$ cat config.mk
export PLATFORM = sky130hd
export DESIGN_NAME = rx_fcs_strip
export DESIGN_NICKNAME = d
export VERILOG_FILES = /design/src/rtl/rx_fcs_strip.sv
export SDC_FILE = /design/constraint.sdc
export NUM_CORES = 1
export LEC_CHECK = 0
export CAP_MARGIN = 0
export CORE_MARGIN = 2
export CORE_UTILIZATION = 45
export CTS_CLUSTER_SIZE = 10
export DETAILED_ROUTE_END_ITERATION = 10
export SETUP_SLACK_MARGIN = 0.3
export SLEW_MARGIN = 20
export SYNTH_ARGS = -nofsm -noshare
export SYNTH_HDL_FRONTEND = slang
export SYNTH_SLANG_ARGS = --single-unit
$ cat constraint.sdc
create_clock -name clk125MHz -period 2.69 [get_ports clk125MHz]
set_clock_uncertainty 0.15 [all_clocks]
set_input_delay 0.538 -clock clk125MHz [delete_from_list [all_inputs] [get_ports clk125MHz]]
set_output_delay 0.538 -clock clk125MHz [all_outputs]
set_load 0.02 [all_outputs]
$ cat src/rtl/rx_fcs_strip.sv
// Receive-path preamble/SFD stripper with FCS removal and CRC-32 residue check.
// Optional per-verdict statistics counters are built when RX_FCS_STATS_EN is defined.
module rx_fcs_strip #(
    parameter int MIN_FRAME = 64,
    parameter int MAX_FRAME = 1518
) (
    input  logic        clk125MHz,
    input  logic        resetn,
    input  logic [7:0]  rx_data,
    input  logic        rx_enable,
    output logic [7:0]  rawdata,
    output logic        raw_en,
    output logic        frame_done,
    output logic        fcs_ok,
    output logic        len_err,
    output logic [10:0] frame_len
`ifdef RX_FCS_STATS_EN
    ,
    output logic [15:0] good_cnt,
    output logic [15:0] bad_cnt
`endif
);

    typedef enum logic [1:0] {
        IDLE     = 2'd0,
        PREAMBLE = 2'd1,
        DATA     = 2'd2,
        DROP     = 2'd3
    } state_t;

    localparam logic [10:0] MIN_LEN_C = 11'(MIN_FRAME);
    localparam logic [10:0] MAX_LEN_C = 11'(MAX_FRAME);

    state_t          state_r;
    state_t          state_s;
    logic            sfd_s;
    logic            byte_s;
    logic            end_s;
    logic            runt_s;
    logic            over_s;
    logic            good_s;
    logic [31:0]     crc_r;
    logic [10:0]     count_r;
    logic [2:0]      fill_r;
    logic [3:0][7:0] dline_r;

    // Reflected CRC-32 advanced by one byte, LSB first.
    function automatic logic [31:0] crc32_byte(input logic [31:0] crc, input logic [7:0] data);
        logic [31:0] c;
        c = crc ^ {24'h000000, data};
        for (int i = 0; i < 8; i++) begin
            if (c[0]) begin
                c = (c >> 1) ^ 32'hEDB88320;
            end else begin
                c = c >> 1;
            end
        end
        return c;
    endfunction

    // Frames under five bytes can never emit data and are always length errors.
    assign runt_s = (count_r < MIN_LEN_C) || (count_r < 11'd5);
    assign over_s = (count_r > MAX_LEN_C);
    assign good_s = (crc_r == 32'hDEBB20E3) && !runt_s && !over_s;

    // State register.
    always_ff @(posedge clk125MHz or negedge resetn) begin
        if (!resetn) begin
            state_r <= IDLE;
        end else begin
            state_r <= state_s;
        end
    end

    // Next-state decode and per-cycle datapath strobes.
    always_comb begin
        state_s = state_r;
        sfd_s   = 1'b0;
        byte_s  = 1'b0;
        end_s   = 1'b0;
        case (state_r)
            IDLE: begin
                if (rx_enable) begin
                    if (rx_data == 8'h55) begin
                        state_s = PREAMBLE;
                    end else begin
                        state_s = DROP;
                    end
                end else begin
                    state_s = IDLE;
                end
            end
            PREAMBLE: begin
                if (!rx_enable) begin
                    state_s = IDLE;
                end else if (rx_data == 8'h55) begin
                    state_s = PREAMBLE;
                end else if (rx_data == 8'hD5) begin
                    state_s = DATA;
                    sfd_s   = 1'b1;
                end else begin
                    state_s = DROP;
                end
            end
            DATA: begin
                if (rx_enable) begin
                    byte_s = 1'b1;
                end else begin
                    end_s   = 1'b1;
                    state_s = IDLE;
                end
            end
            DROP: begin
                if (!rx_enable) begin
                    state_s = IDLE;
                end else begin
                    state_s = DROP;
                end
            end
            default: begin
                state_s = IDLE;
            end
        endcase
    end

    // CRC, length count, FCS delay line and registered outputs.
    always_ff @(posedge clk125MHz or negedge resetn) begin
        if (!resetn) begin
            crc_r      <= 32'hFFFFFFFF;
            count_r    <= 11'd0;
            fill_r     <= 3'd0;
            dline_r    <= {4{8'h00}};
            rawdata    <= 8'h00;
            raw_en     <= 1'b0;
            frame_done <= 1'b0;
            fcs_ok     <= 1'b0;
            len_err    <= 1'b0;
            frame_len  <= 11'd0;
        end else begin
            raw_en     <= 1'b0;
            frame_done <= 1'b0;
            if (sfd_s) begin
                crc_r   <= 32'hFFFFFFFF;
                count_r <= 11'd0;
                fill_r  <= 3'd0;
                dline_r <= {4{8'h00}};
            end else if (byte_s) begin
                crc_r   <= crc32_byte(crc_r, rx_data);
                count_r <= (count_r == 11'h7FF) ? count_r : count_r + 11'd1;
                dline_r <= {dline_r[2:0], rx_data};
                // Once four bytes are held, anything older cannot be part of the FCS.
                if (fill_r == 3'd4) begin
                    rawdata <= dline_r[3];
                    raw_en  <= 1'b1;
                end else begin
                    fill_r <= fill_r + 3'd1;
                end
            end else if (end_s) begin
                frame_done <= 1'b1;
                fcs_ok     <= good_s;
                len_err    <= runt_s || over_s;
                frame_len  <= count_r;
            end
        end
    end

`ifdef RX_FCS_STATS_EN
    // Saturating good/bad verdict counters, updated together with frame_done.
    always_ff @(posedge clk125MHz or negedge resetn) begin
        if (!resetn) begin
            good_cnt <= 16'h0000;
            bad_cnt  <= 16'h0000;
        end else if (end_s) begin
            if (good_s) begin
                good_cnt <= (good_cnt == 16'hFFFF) ? good_cnt : good_cnt + 16'h0001;
            end else begin
                bad_cnt <= (bad_cnt == 16'hFFFF) ? bad_cnt : bad_cnt + 16'h0001;
            end
        end
    end
`endif

endmodule
======== After elaboration in Yosys (flattened, before gate mapping) ========
Cells that the tools add are included.
storage, ports and cells
  flip-flop bits (word level) ............. 103
  output and inout bits ................... 23
  word-level logic and storage cells ...... 107
  input port bits ......................... 11
cells by class
  eq/ne operators ......................... 11
  magnitude comparators ................... 3
  bitwise operators ....................... 11
  multiplexer cells ....................... 54
  add/subtract/negate cells ............... 2
  reduce and logical (&&, ||, !) cells .... 12
operators with widths
  cell                                                    number
  2-to-1 mux 32 bit                                       26
  NOT 13 -> 14 bit                                        8
  2-to-1 mux 11 bit                                       3
  == test 32 bit (second input constant)                  1
  bitwise XOR 32 x 8 -> 32 bit                            1
  2-to-1 mux 1 bit                                        15
  2-to-1 mux 2 bit                                        6
  adder 11 x 1 -> 11 bit (second input constant)          1
  == test 11 bit (second input constant)                  1
  greater-than comparator 11 bit (second input constant)  1
  < comparator 11 x 3 -> 1 bit (second input constant)    1
  < comparator 11 x 7 -> 1 bit (second input constant)    1
  2-to-1 mux 3 bit                                        3
  == test 8 x 7 -> 1 bit (second input constant)          1
  == test 8 bit (second input constant)                   1
  case mux 2 bit (4 select lines)                         1
  inequality test 2 bit (second input constant)           3
  AND reduction 3 bit                                     2
  == test 2 bit (second input constant)                   2
  AND reduction 2 bit                                     2
  adder 3 x 1 -> 3 bit (second input constant)            1
  == test 3 bit (second input constant)                   1
  == test 2 x 1 -> 1 bit (second input constant)          1
  logical AND 1 bit                                       2
  5 further kinds                                         8

======== Logic depth before layout (Yosys ltp) ========
Gate-level depths: netlist (run 1).
  word-level depth ........................ 34
  gate-level depth with buffers ........... 6
  mapped depth without buffers ............ 6

======== Worst setup path before layout (run 1) ========
No wires, ideal clock.
  path kind ............................... input to register
  start ................................... input port rx_enable
  end ..................................... register count_r[7]
  required time ........................... 2.463 ns
  slack ................................... 0.612 ns
  stages on the path ...................... 6
  library setup time ...................... 0.077 ns
  data arrival time ....................... 1.851 ns
  path through ............................ clkbuf_1 > nand3b_1 > a41oi_1 > nand4_1 > xor2_1 > a21oi_1
on the way
  longest elaborated chain between the ends .. 4
  elaborated cells between the ends (all ways) .. 8
  those cells by class .................... 1 x eq/ne; 5 x mux; 2 x reduce/logical
ends and longest elaborated chain
  element                                                                              line     source
  from (decl)                                                                          10       input logic rx_enable,
  2-to-1 mux 1 bit, on equally long branches                                           94, 106
  2-to-1 mux 1 bit                                                                     81       case (state_r)
  inequality test 2 bit (no source line) / nonzero test 2 bit (equally long branches)  -
  AND reduction 2 bit (no source line)                                                 -
  to (signal assigned)                                                                 149      count_r <= (count_r == 11'h7FF) ? count_r : count_r + 11'd1;
  to (decl)                                                                            43       logic [10:0] count_r;
Parallel ways exist; a longest one is shown, timed or not.
A chain may end at the register's enable or synchronous reset.

======== Worst setup path after layout (run 1) ========
  start ................................... input port rx_data[1]
  end ..................................... register crc_r[20]
on the way
  longest elaborated chain between the ends .. 29
  elaborated cells between the ends (all ways) .. 36
  those cells by class .................... 2 x eq/ne; 28 x mux; 5 x bitwise; 1 x reduce/logical
ends and longest elaborated chain
  element                            line  source
  from (decl)                        9     input logic [7:0] rx_data,
  bitwise XOR 32 x 8 -> 32 bit       50    c = crc ^ {24'h000000, data};
  2-to-1 mux 32 bit                  52    if (c[0]) begin
  2-to-1 mux 32 bit                  147   end else if (byte_s) begin
  2-to-1 mux 32 bit                  142   if (sfd_s) begin
  2-to-1 mux 32 bit                  52
  2-to-1 mux 32 bit                  147
  2-to-1 mux 32 bit                  142
  2-to-1 mux 32 bit                  52
  [13 not listed]                    -
  NOT 13 -> 14 bit (no source line)  -
  2-to-1 mux 32 bit                  52
  2-to-1 mux 32 bit                  147
  2-to-1 mux 32 bit                  142
  NOT 13 -> 14 bit (no source line)  -
  2-to-1 mux 32 bit                  52
  2-to-1 mux 32 bit                  147
  2-to-1 mux 32 bit                  142
  to (signal assigned)               148   crc_r <= crc32_byte(crc_r, rx_data);
  to (decl)                          42    logic [31:0] crc_r;
Parallel ways exist; a longest one is shown, timed or not. The select of a mux whose other input is x is not followed.

==> impl_metrics.py, run 1 <==
metrics = {
    "synthesis": {
        "netlist-cell-type-count": 44,
        "synth_top_family_by_area": "XOR/XNOR gates",
        "synthSimpleGateAreaFrac_pct": 13.4,
        "synth_seq_cells": 103,
        "synth_compound_area_share_pct": 8.63,
        "yosys-mux-area-fraction_pct": 4.66,
        "synth-xor-area-share_pct": 19.1,
        "synth_fp_nets": 474,
        "synth_cells": 460,
        "yosysSeqAreaShare_pct": 51.6,
        "avgSynthCellArea_um2": 11.0,
        "ys.warnings.count": 0,
        "yosys.area_share.adder_pct": 0.740,
        "netlist_area_um2": 5070,
    },
    "timing": {
        "period_share_pct": 84.9,
        "rsz0062_at_grt": "no",
        "min_period_ps": 2280,
        "finalSetupViolations": 0,
        "maxSlewViolCount": 0,
        "hold_violations": 0,
        "tns_ps": 0,
        "worst_pin_slew_ps": 522,
        "max_freq_mhz": 438,
        "max-slew-margin-rel_pct": 64.7,
    },
    "floorplan": {
        "num_io_pins": 34,
        "start_util_pct": 46.4,
        "die-area_um2": 12100,
        "fp.dieH_um": 110,
        "rows": 38,
        "core_region_area_um2": 10900,
        "die_w_um": 110,
    },
    "layout": {
        "final_common_cell": "nand2_1",
        "drive_gt1_share_pct": 21.3,
        "final_cell_mix": "nand2_1, dfrtp_1, xnor2_1",
        "nets": 532,
        "fin_cells": 662,
        "antenna_cells": 0,
        "area_growth_pct": 20.5,
        "n_fill_cell": 944,
    },
    "detailed_routing": {
        "first_pass_iters": 6,
        "antenna_left": 0,
        "drt_iter0_drc": 194,
        "post_drt_wl_per_cell_um": 16.1,
        "routed_via_density": 5.10,
        "drcViolationCount": 0,
        "vias": 3377,
        "wl_mm": 10.6,
    },
    "place": {
        "placedCellCount": 646,
        "port_buffers": 33,
        "dp_hpwl_mm": 7.31,
        "gp_congestion": 0.900,
    },
    "min_path": {
        "min_path_type": "reg -> reg",
    },
    "run": {
        "maxCapViolCount": 0,
    },
    "critical_path": {
        "critPathLaunchType": "input pin",
        "arrival_ps": 2420,
        "crit_path_max_fanout": 4,
        "cp-end-kind": "flip-flop",
        "critPathKind": "in -> reg",
        "crit_required_ps": 2820,
    },
    "clocking": {
        "numCtsBuffers": 9,
        "root_buffer": "clkbuf_16",
        "clk_pin_slew_ps": 70,
        "cts.path.max_buffers": 2,
        "cts_setup_buffers": 0,
        "cts_hold_repair.buffers": 1,
        "cts.sinks": 103,
        "cts_tree": "done",
        "ctsHtreeMaxLevel": 3,
        "cts_resized": 0,
        "clock_latency_ps": 360,
    },
    "outcome": {
        "status": "finished clean",
    },
    "pwr": {
        "power.density_nw_per_um2": 1320,
        "irDropWorstVdd_v": 0.000829,
        "p_sw_share_pct": 36.2,
        "p_leak_nw": 2.60,
        "power.switching_mw": 2.93,
        "pwr-share-seq_pct": 33.4,
        "p_int_mw": 5.16,
        "clkPwrFrac_pct": 16.5,
        "p_comb_share_pct": 50.1,
    },
    "global_route": {
        "antenna_found_initial": 0,
        "grt_max_degree": 55,
        "grt_pass1_vias": 3314,
        "grt_overflow_total": 0,
        "grt_pass1_wl_mm": 17.3,
        "grtUsageTotal_pct": 19.2,
    },
}
## per-layer routing
metal / GRT usage, % / wire, µm / vias to the layer above
met2: 30.0 / 4970 / 48
met3: 3.53 / 316 / 17
met4: 8.04 / 212 / 0
met1: 26.2 / 5130 / 1641
met5: 0 / 0 / -
li1: - / - / 1671
## critical path, stage by stage
cell	delay, ps
clkdlybuf4s50_1	530
xnor2_4	380
xnor2_4	180
xnor2_4	250
xnor3_1	350
o22a_1	190
## worst paths after layout
path,depth (start not counted),startpoint,endpoint,slack (ps)
hold reg to reg,1,frame_len[8],frame_len[8],330
max in group asynchronous,3,resetn,count_r[1],1270
setup reg to reg,5,crc_r[23],fcs_ok,600
hold / removal,1,frame_len[8],frame_len[8],330
min in group asynchronous,2,resetn,raw_en,460
setup / recovery,6,rx_data[1],crc_r[20],410
## power groups by stage
stage,clock (mW),sequential (mW),combinational [mW]
finish,1.33,2.70,4.05
CTS,1.37,2.70,4.10
global placement,0,2.70,4.02
detailed placement,0,2.72,4.06
global route,1.43,2.76,4.40
floorplan,0,2.70,2.90
## synthesized netlist by cell type (all sizes together)
library cell | instances | share of area [%]
nand3 | 3 | 0.30
ha | 3 | 0.74
nor3 | 4 | 0.39
a41o | 1 | 0.20
and4b | 1 | 0.20
o31a | 1 | 0.17
nor2 | 34 | 2.5
a31oi | 1 | 0.12
nand4 | 6 | 0.74
o21ai | 34 | 3.4
o21a | 1 | 0.15
xor2 | 29 | 5.9
nor4b | 2 | 0.35
nor2b | 2 | 0.25
dfrtp | 71 | 35
a2111oi | 1 | 0.17
xnor3 | 2 | 0.89
inv | 2 | 0.15
nand4b | 3 | 0.52
and4 | 2 | 0.35
and2 | 2 | 0.25
a41oi | 2 | 0.35
mux2 | 21 | 4.7
xnor2 | 50 | 12
o211ai | 5 | 0.74
nor4 | 3 | 0.37
o22a | 3 | 0.52
a21oi | 29 | 2.9
dfstp | 32 | 17
nand4bb | 2 | 0.44
clkbuf | 19 | 1.4
nand3b | 1 | 0.15
nor3b | 1 | 0.15
or4b | 1 | 0.20
and3 | 3 | 0.37
nand2 | 80 | 5.9
buf | 3 | 0.27
## per-stage QoR
step | hold slack, ps | instance area (µm²) | power, mW | utilization, % | setup slack, ps
after floorplan | 92.4 | 5070 | 5.61 | - | 612
after global placement | 297 | 5810 | 6.72 | 53.1 | 73.5
after detailed placement | 305 | 5810 | 6.78 | 53.1 | 31.8
after CTS | 339 | 6110 | 8.16 | 55.9 | 393
after global routing | 352 | 6110 | 8.59 | 55.9 | 336
final | 332 | 6110 | 8.08 | 55.9 | 406
## cells by family after synthesis
logic type | after synthesis
muxes | 21
buffers and inverters | 24
and+or+nand+nor | 150
xor gates and xnor gates | 81
AOI/OAI and AO/OA | 78
adders and majority gates | 3
DFF | 103
## layout make-up
type	count	area (µm²)	share of cell area (%)
clock inverter	4	56.3	0.921
multi-input combinational	333	2360	38.7
timing repair buffer	69	651	10.6
sequential	103	2620	42.8
tap	140	175	2.86
inverter	2	7.51	0.123
clock buffer	11	243	3.97
## flip-flops by register name, summed over array words and instances (netlist names)
name	count
count_r	11
state_r	2
rawdata	8
crc_r	32
fcs_ok	1
frame_done	1
fill_r	3
raw_en	1
dline_r	32
len_err	1
frame_len	11
(Power assumes the default switching activity.)
==> run 2, diff against run 1 <==
--- a/config.mk
+++ b/config.mk
@@ -10,6 +10,7 @@
 export CORE_UTILIZATION = 45
 export CTS_CLUSTER_SIZE = 10
 export DETAILED_ROUTE_END_ITERATION = 10
+export PLACE_DENSITY = 0.66
 export SETUP_SLACK_MARGIN = 0.3
 export SLEW_MARGIN = 20
 export SYNTH_ARGS = -nofsm -noshare
==> constraint.sdc (replaced) <==
create_clock -name clk125MHz -period 2.1 [get_ports clk125MHz]
set_clock_uncertainty 0.15 [all_clocks]
set_input_delay 0.42 -clock clk125MHz [delete_from_list [all_inputs] [get_ports clk125MHz]]
set_output_delay 0.42 -clock clk125MHz [all_outputs]
set_load 0.02 [all_outputs]
==> impl_metrics.py, run 2 (synthesis gave the netlist of run 1 again) <==
metrics = {
    "detailed_routing": {
        "drt_iter0_drc": 137,
        "vias": 3700,
        "drcViolationCount": 0,
        "first_pass_iters": 5,
        "wl_mm": 12.3,
        "antenna_left": 0,
        "routed_via_density": 5.27,
        "post_drt_wl_per_cell_um": 17.6,
    },
    "timing": {
        "hold_violations": 0,
        "maxSlewViolCount": 0,
        "max-slew-margin-rel_pct": 70.3,
        "tns_ps": 0,
        "rsz0062_at_grt": "yes",
        "finalSetupViolations": 0,
        "min_period_ps": 1930,
        "max_freq_mhz": 517,
        "worst_pin_slew_ps": 439,
        "setup_slack_ps": 167,
        "period_share_pct": 92.0,
    },
    "layout": {
        "nets": 571,
        "area_growth_pct": 39.6,
        "reg_top3": "crc_r (32), dline_r (32)",
        "final_common_cell": "nand2_1",
        "stdcell_area_um2": 7080,
        "n_fill_cell": 821,
        "fin_cells": 702,
        "final_cell_mix": "nand2_1, dfrtp_1, buf_4",
        "antenna_cells": 0,
        "drive_gt1_share_pct": 35.8,
    },
    "floorplan": {
        "core_region_area_um2": 10900,
        "start_util_pct": 46.4,
        "fp.dieH_um": 110,
        "rows": 38,
        "die-area_um2": 12100,
        "die_w_um": 110,
        "num_io_pins": 34,
    },
    "outcome": {
        "status": "finished clean",
    },
    "critical_path": {
        "cp_cell_sequence": "xnor2_4, buf_12, xnor2_4, buf_12, xnor2_4, xnor3_1, o22a_1",
        "critPathLaunchType": "flip-flop",
        "crit_path_max_fanout": 5,
        "crit_required_ps": 2230,
        "worst_path_max_delay_cell": "dfstp_2",
        "critPathKind": "reg -> reg",
        "crit_top_cell": "xnor2_4",
        "cp-end-kind": "flip-flop",
        "arrival_ps": 2060,
        "critPathMaxStageDelay_ps": 580,
    },
    "clocking": {
        "cts_tree": "done",
        "numCtsBuffers": 9,
        "ctsHtreeMaxLevel": 3,
        "cts.sinks": 103,
        "cts.path.max_buffers": 2,
        "clock_latency_ps": 350,
        "root_buffer": "clkbuf_16",
        "clk_pin_slew_ps": 70,
    },
    "place": {
        "gp_congestion": 0.839,
        "dpl_cell_area_um2": 6050,
        "dp_hpwl_mm": 7.79,
        "dp_slack_ps": -392,
        "placedCellCount": 657,
        "port_buffers": 33,
    },
    "global_route": {
        "grt_pass1_wl_mm": 19.6,
        "top_usage_layer": "met2",
        "grt_use_met2_pct": 35.5,
        "antenna_found_initial": 0,
        "grt_max_degree": 61,
        "grt_overflow_total": 0,
        "grtUsageMet3_pct": 3.29,
        "grt_pass1_vias": 3720,
        "grt_use_met1_pct": 28.2,
        "grtUsageTotal_pct": 21.4,
    },
    "pwr": {
        "power.density_nw_per_um2": 1860,
        "p_leak_nw": 3.13,
        "irDropWorstVdd_v": 0.00135,
        "totalPowerFinal_mw": 13.2,
    },
    "min_path": {
        "min_path_type": "reg -> reg",
    },
    "run": {
        "maxCapViolCount": 0,
    },
}
==> run 2: cell types whose count changed in the layout (fill, tap and decap cells not counted), sizes merged, moves of 2 or more <==
cell | before | now
buf | 36 | 74
clkdlybuf4s50 | 32 | 0
dlygate4sd2 | 0 | 25
clkdlybuf4s15 | 0 | 7
clkinv | 2 | 0
clkinvlp | 0 | 2
==> run 2: final timing paths <==
| check | from | endpoint | slack (ps) | depth (start not counted) |
|---|---|---|---|---|
| max | crc_r[0] | crc_r[20] | 170 | 7 |
| min reg2reg | fcs_ok | fcs_ok | 330 | 1 |
| min in group asynchronous | resetn | dline_r[29] | 370 | 2 |
| max in group asynchronous | resetn | crc_r[8] | 750 | 3 |
| max reg2reg | crc_r[0] | crc_r[20] | 170 | 7 |
| min | fcs_ok | fcs_ok | 330 | 1 |
==> run 2: repair_timing <==
action                                 CTS  global route
buffers inserted                        14            11
pin swaps                               27            39
endpoints found under the hold margin   23             0
cloned                                   3             0
setup endpoints to repair              103            50
resized for setup                       68            47
hold buffers                             1             0
==> run 2: layout make-up <==
cell class | instances | area (µm²) | share of cell area (%)
multi-input combinational | 333 | 2800 | 39.5
sequential | 103 | 2620 | 37.0
timing repair buffer | 108 | 1160 | 16.4
clock buffer | 10 | 229 | 3.23
tap | 140 | 175 | 2.47
clock inverter | 6 | 92.6 | 1.31
inverter | 2 | 7.51 | 0.106
==> run 2: stage by stage <==
stage / hold slack, ps / util, %
6_report: 334 / 64.8
5_1_grt: 350 / 64.8
4_1_cts: 328 / 61.4
3_5_place_dp: 197 / 55.3
3_3_place_gp: 193 / 55.3
2_1_floorplan: -25.6 / -
==> run 2: critical path: cells and delay by family, from the launching register on <==
| kind | cells | cell delay (ps) |
|---|---|---|
| buf+inv | 2 | 290 |
| flops | 1 | 580 |
| compound gates | 1 | 170 |
| xor+xnor | 4 | 680 |
==> run 2: where the power goes <==
part / switching, mW / total [mW] / internal (mW) / leakage, nW
logic: 3.39 / 7.89 / 4.50 / 1.72
registers: 0.619 / 3.47 / 2.86 / 1.26
clock network: 0.752 / 1.81 / 1.05 / 0.150
total: 4.76 / 13.2 / 8.41 / 3.13
==> run 2: layer usage <==
layer / vias up / wire [µm]
met1: 1842 / 5420
met3: 30 / 335
met2: 81 / 6200
met4: 0 / 371
li1: 1747 / -
met5: - / 0
==> run 3, diff against run 2 <==
--- a/config.mk
+++ b/config.mk
@@ -7,10 +7,10 @@
 export LEC_CHECK = 0
 export CAP_MARGIN = 0
 export CORE_MARGIN = 2
-export CORE_UTILIZATION = 45
+export CORE_UTILIZATION = 43
 export CTS_CLUSTER_SIZE = 10
 export DETAILED_ROUTE_END_ITERATION = 10
-export PLACE_DENSITY = 0.66
+export MAX_ROUTING_LAYER = met4
 export SETUP_SLACK_MARGIN = 0.3
 export SLEW_MARGIN = 20
 export SYNTH_ARGS = -nofsm -noshare
==> impl_metrics.py, run 3 (synthesis gave the netlist of run 1 again) <==
metrics = {
    "outcome": {
        "status": "finished clean",
    },
    "detailed_routing": {
        "first_pass_iters": 4,
        "antenna_left": 0,
        "routed_via_density": 5.15,
        "wl_mm": 11.9,
        "vias": 3560,
        "drt_iter0_drc": 217,
        "drcViolationCount": 0,
        "post_drt_wl_per_cell_um": 17.2,
    },
    "pwr": {
        "power.switching_mw": 4.70,
        "p_sw_share_pct": 36.8,
        "p_leak_nw": 3.03,
        "clkPwrFrac_pct": 13.9,
        "p_comb_share_pct": 58.6,
        "irDropWorstVdd_v": 0.00140,
        "p_int_mw": 8.07,
        "pwr-share-seq_pct": 27.4,
        "power.density_nw_per_um2": 1860,
    },
    "floorplan": {
        "num_io_pins": 34,
        "die-area_um2": 12700,
        "start_util_pct": 44.2,
        "die_w_um": 113,
        "rows": 39,
        "core_region_area_um2": 11500,
        "fp.dieH_um": 113,
    },
    "timing": {
        "hold_violations": 0,
        "worst_pin_slew_ps": 514,
        "holdWs_ps": 244,
        "finalSetupViolations": 0,
        "period_share_pct": 93.7,
        "min_period_ps": 1970,
        "max-slew-margin-rel_pct": 65.2,
        "maxSlewViolCount": 0,
        "max_freq_mhz": 508,
        "rsz0062_at_grt": "yes",
    },
    "critical_path": {
        "setup.worst_path.start": "crc_r[23]",
        "cp-end-kind": "flip-flop",
        "arrival_ps": 2110,
        "critPathKind": "reg -> reg",
        "reg2reg_from": "crc_r[23]",
        "worst-r2r-setup-slack_ps": 130,
        "crit_required_ps": 2240,
        "crit_path_max_fanout": 3,
        "critPathLaunchType": "flip-flop",
    },
    "global_route": {
        "grt_overflow_total": 0,
        "grt_pass1_wl_mm": 19.0,
        "grt_max_degree": 48,
        "grt_pass1_vias": 3721,
        "grtUsageTotal_pct": 19.8,
        "antenna_found_initial": 0,
    },
    "clocking": {
        "root_buffer": "clkbuf_16",
        "clk_pin_slew_ps": 70,
        "cts_tree": "done",
        "clock_latency_ps": 350,
        "cts.sinks": 103,
        "cts.path.max_buffers": 2,
        "ctsHtreeMaxLevel": 3,
        "numCtsBuffers": 9,
    },
    "run": {
        "maxCapViolCount": 0,
    },
    "layout": {
        "final_common_cell": "nand2_1",
        "nets": 557,
        "n_fill_cell": 895,
        "final_cell_mix": "nand2_1, dfrtp_1, buf_4",
        "drive_gt1_share_pct": 32.7,
        "finish.utilization_pct": 59.9,
        "fin_cells": 691,
        "antenna_cells": 0,
        "area_growth_pct": 35.3,
        "reg_top3": "crc_r (32), dline_r (32)",
    },
    "place": {
        "port_buffers": 33,
        "placedCellCount": 655,
        "gp_congestion": 0.892,
        "dp_hpwl_mm": 7.81,
    },
    "min_path": {
        "min_path_type": "in -> reg",
        "min_from": "rx_data[1]",
    },
}
==> run 3: cell types whose count changed in the layout (fill, tap and decap cells not counted), sizes merged <==
cell and delta:
clkdlybuf4s50 +1, inv +2, clkdlybuf4s15 -4, buf -14, clkinvlp -2, clkbuf +3
bufbuf -1, dlygate4sd2 +2, bufinv -1
==> run 3: path summary, 6_finish.rpt <==
kind	to	cells after the start
min reg2reg	frame_len[6]	1
max	fcs_ok	5
min	dline_r[1]	3
max in group asynchronous	crc_r[22]	3
min in group asynchronous	dline_r[29]	2
max reg2reg	fcs_ok	5
==> run 3: cell type report <==
class | count | area (µm²) | share of cell area, %
tap | 143 | 179 | 2.61
inverter | 2 | 7.51 | 0.109
multi-input combinational | 333 | 2760 | 40.3
sequential | 103 | 2620 | 38.1
clock inverter | 5 | 70.1 | 1.02
timing repair buffer | 94 | 975 | 14.2
clock buffer | 11 | 253 | 3.68
==> run 3: critical path, cell delays in order (launching register included) <==
cell and delay [ps]:
dfstp_2 580, or4b_4 500, nor4_4 150, nand4_1 220, nor2_2 160, mux2_1 140
==> run 3: stage by stage <==
step	setup TNS, ps	power (mW)	setup WS [ps]	cell area (µm²)
6_report	0	12.8	133	6870
5_1_grt	0	13.5	61.3	6870
4_1_cts	0	11.7	149	6590
3_5_place_dp	-22730	9.15	-337	6000
3_3_place_gp	-20540	9.07	-318	6000
2_1_floorplan	0	7.40	205	5190
==> run 3: power by group through the flow <==
stage / Sequential, mW / Combinational [mW] / Clock [mW]
floorplan: 3.48 / 3.92 / 0
global placement: 3.49 / 5.57 / 0
detailed placement: 3.51 / 5.64 / 0
CTS: 3.48 / 6.38 / 1.83
global route: 3.60 / 7.97 / 1.93
finish: 3.50 / 7.49 / 1.78
==> run 3: metal layers <==
metal	share of wire (%)	global-route usage, %	vias to the layer above
met4	2.7	6.42	0
li1	-	-	1719
met5	0	-	-
met1	44	24.2	1758
met3	3.5	5.40	22
met2	50	32.1	61
==> run 3: what timing repair did <==
item / in CTS / in global routing
buffers inserted: 13 / 4
resized for setup: 57 / 35
cloned: 1 / 1
endpoints found under the setup margin: 110 / 37
pin swaps: 22 / 23
hold buffers: 1 / 0
endpoints found under the hold margin: 25 / 0
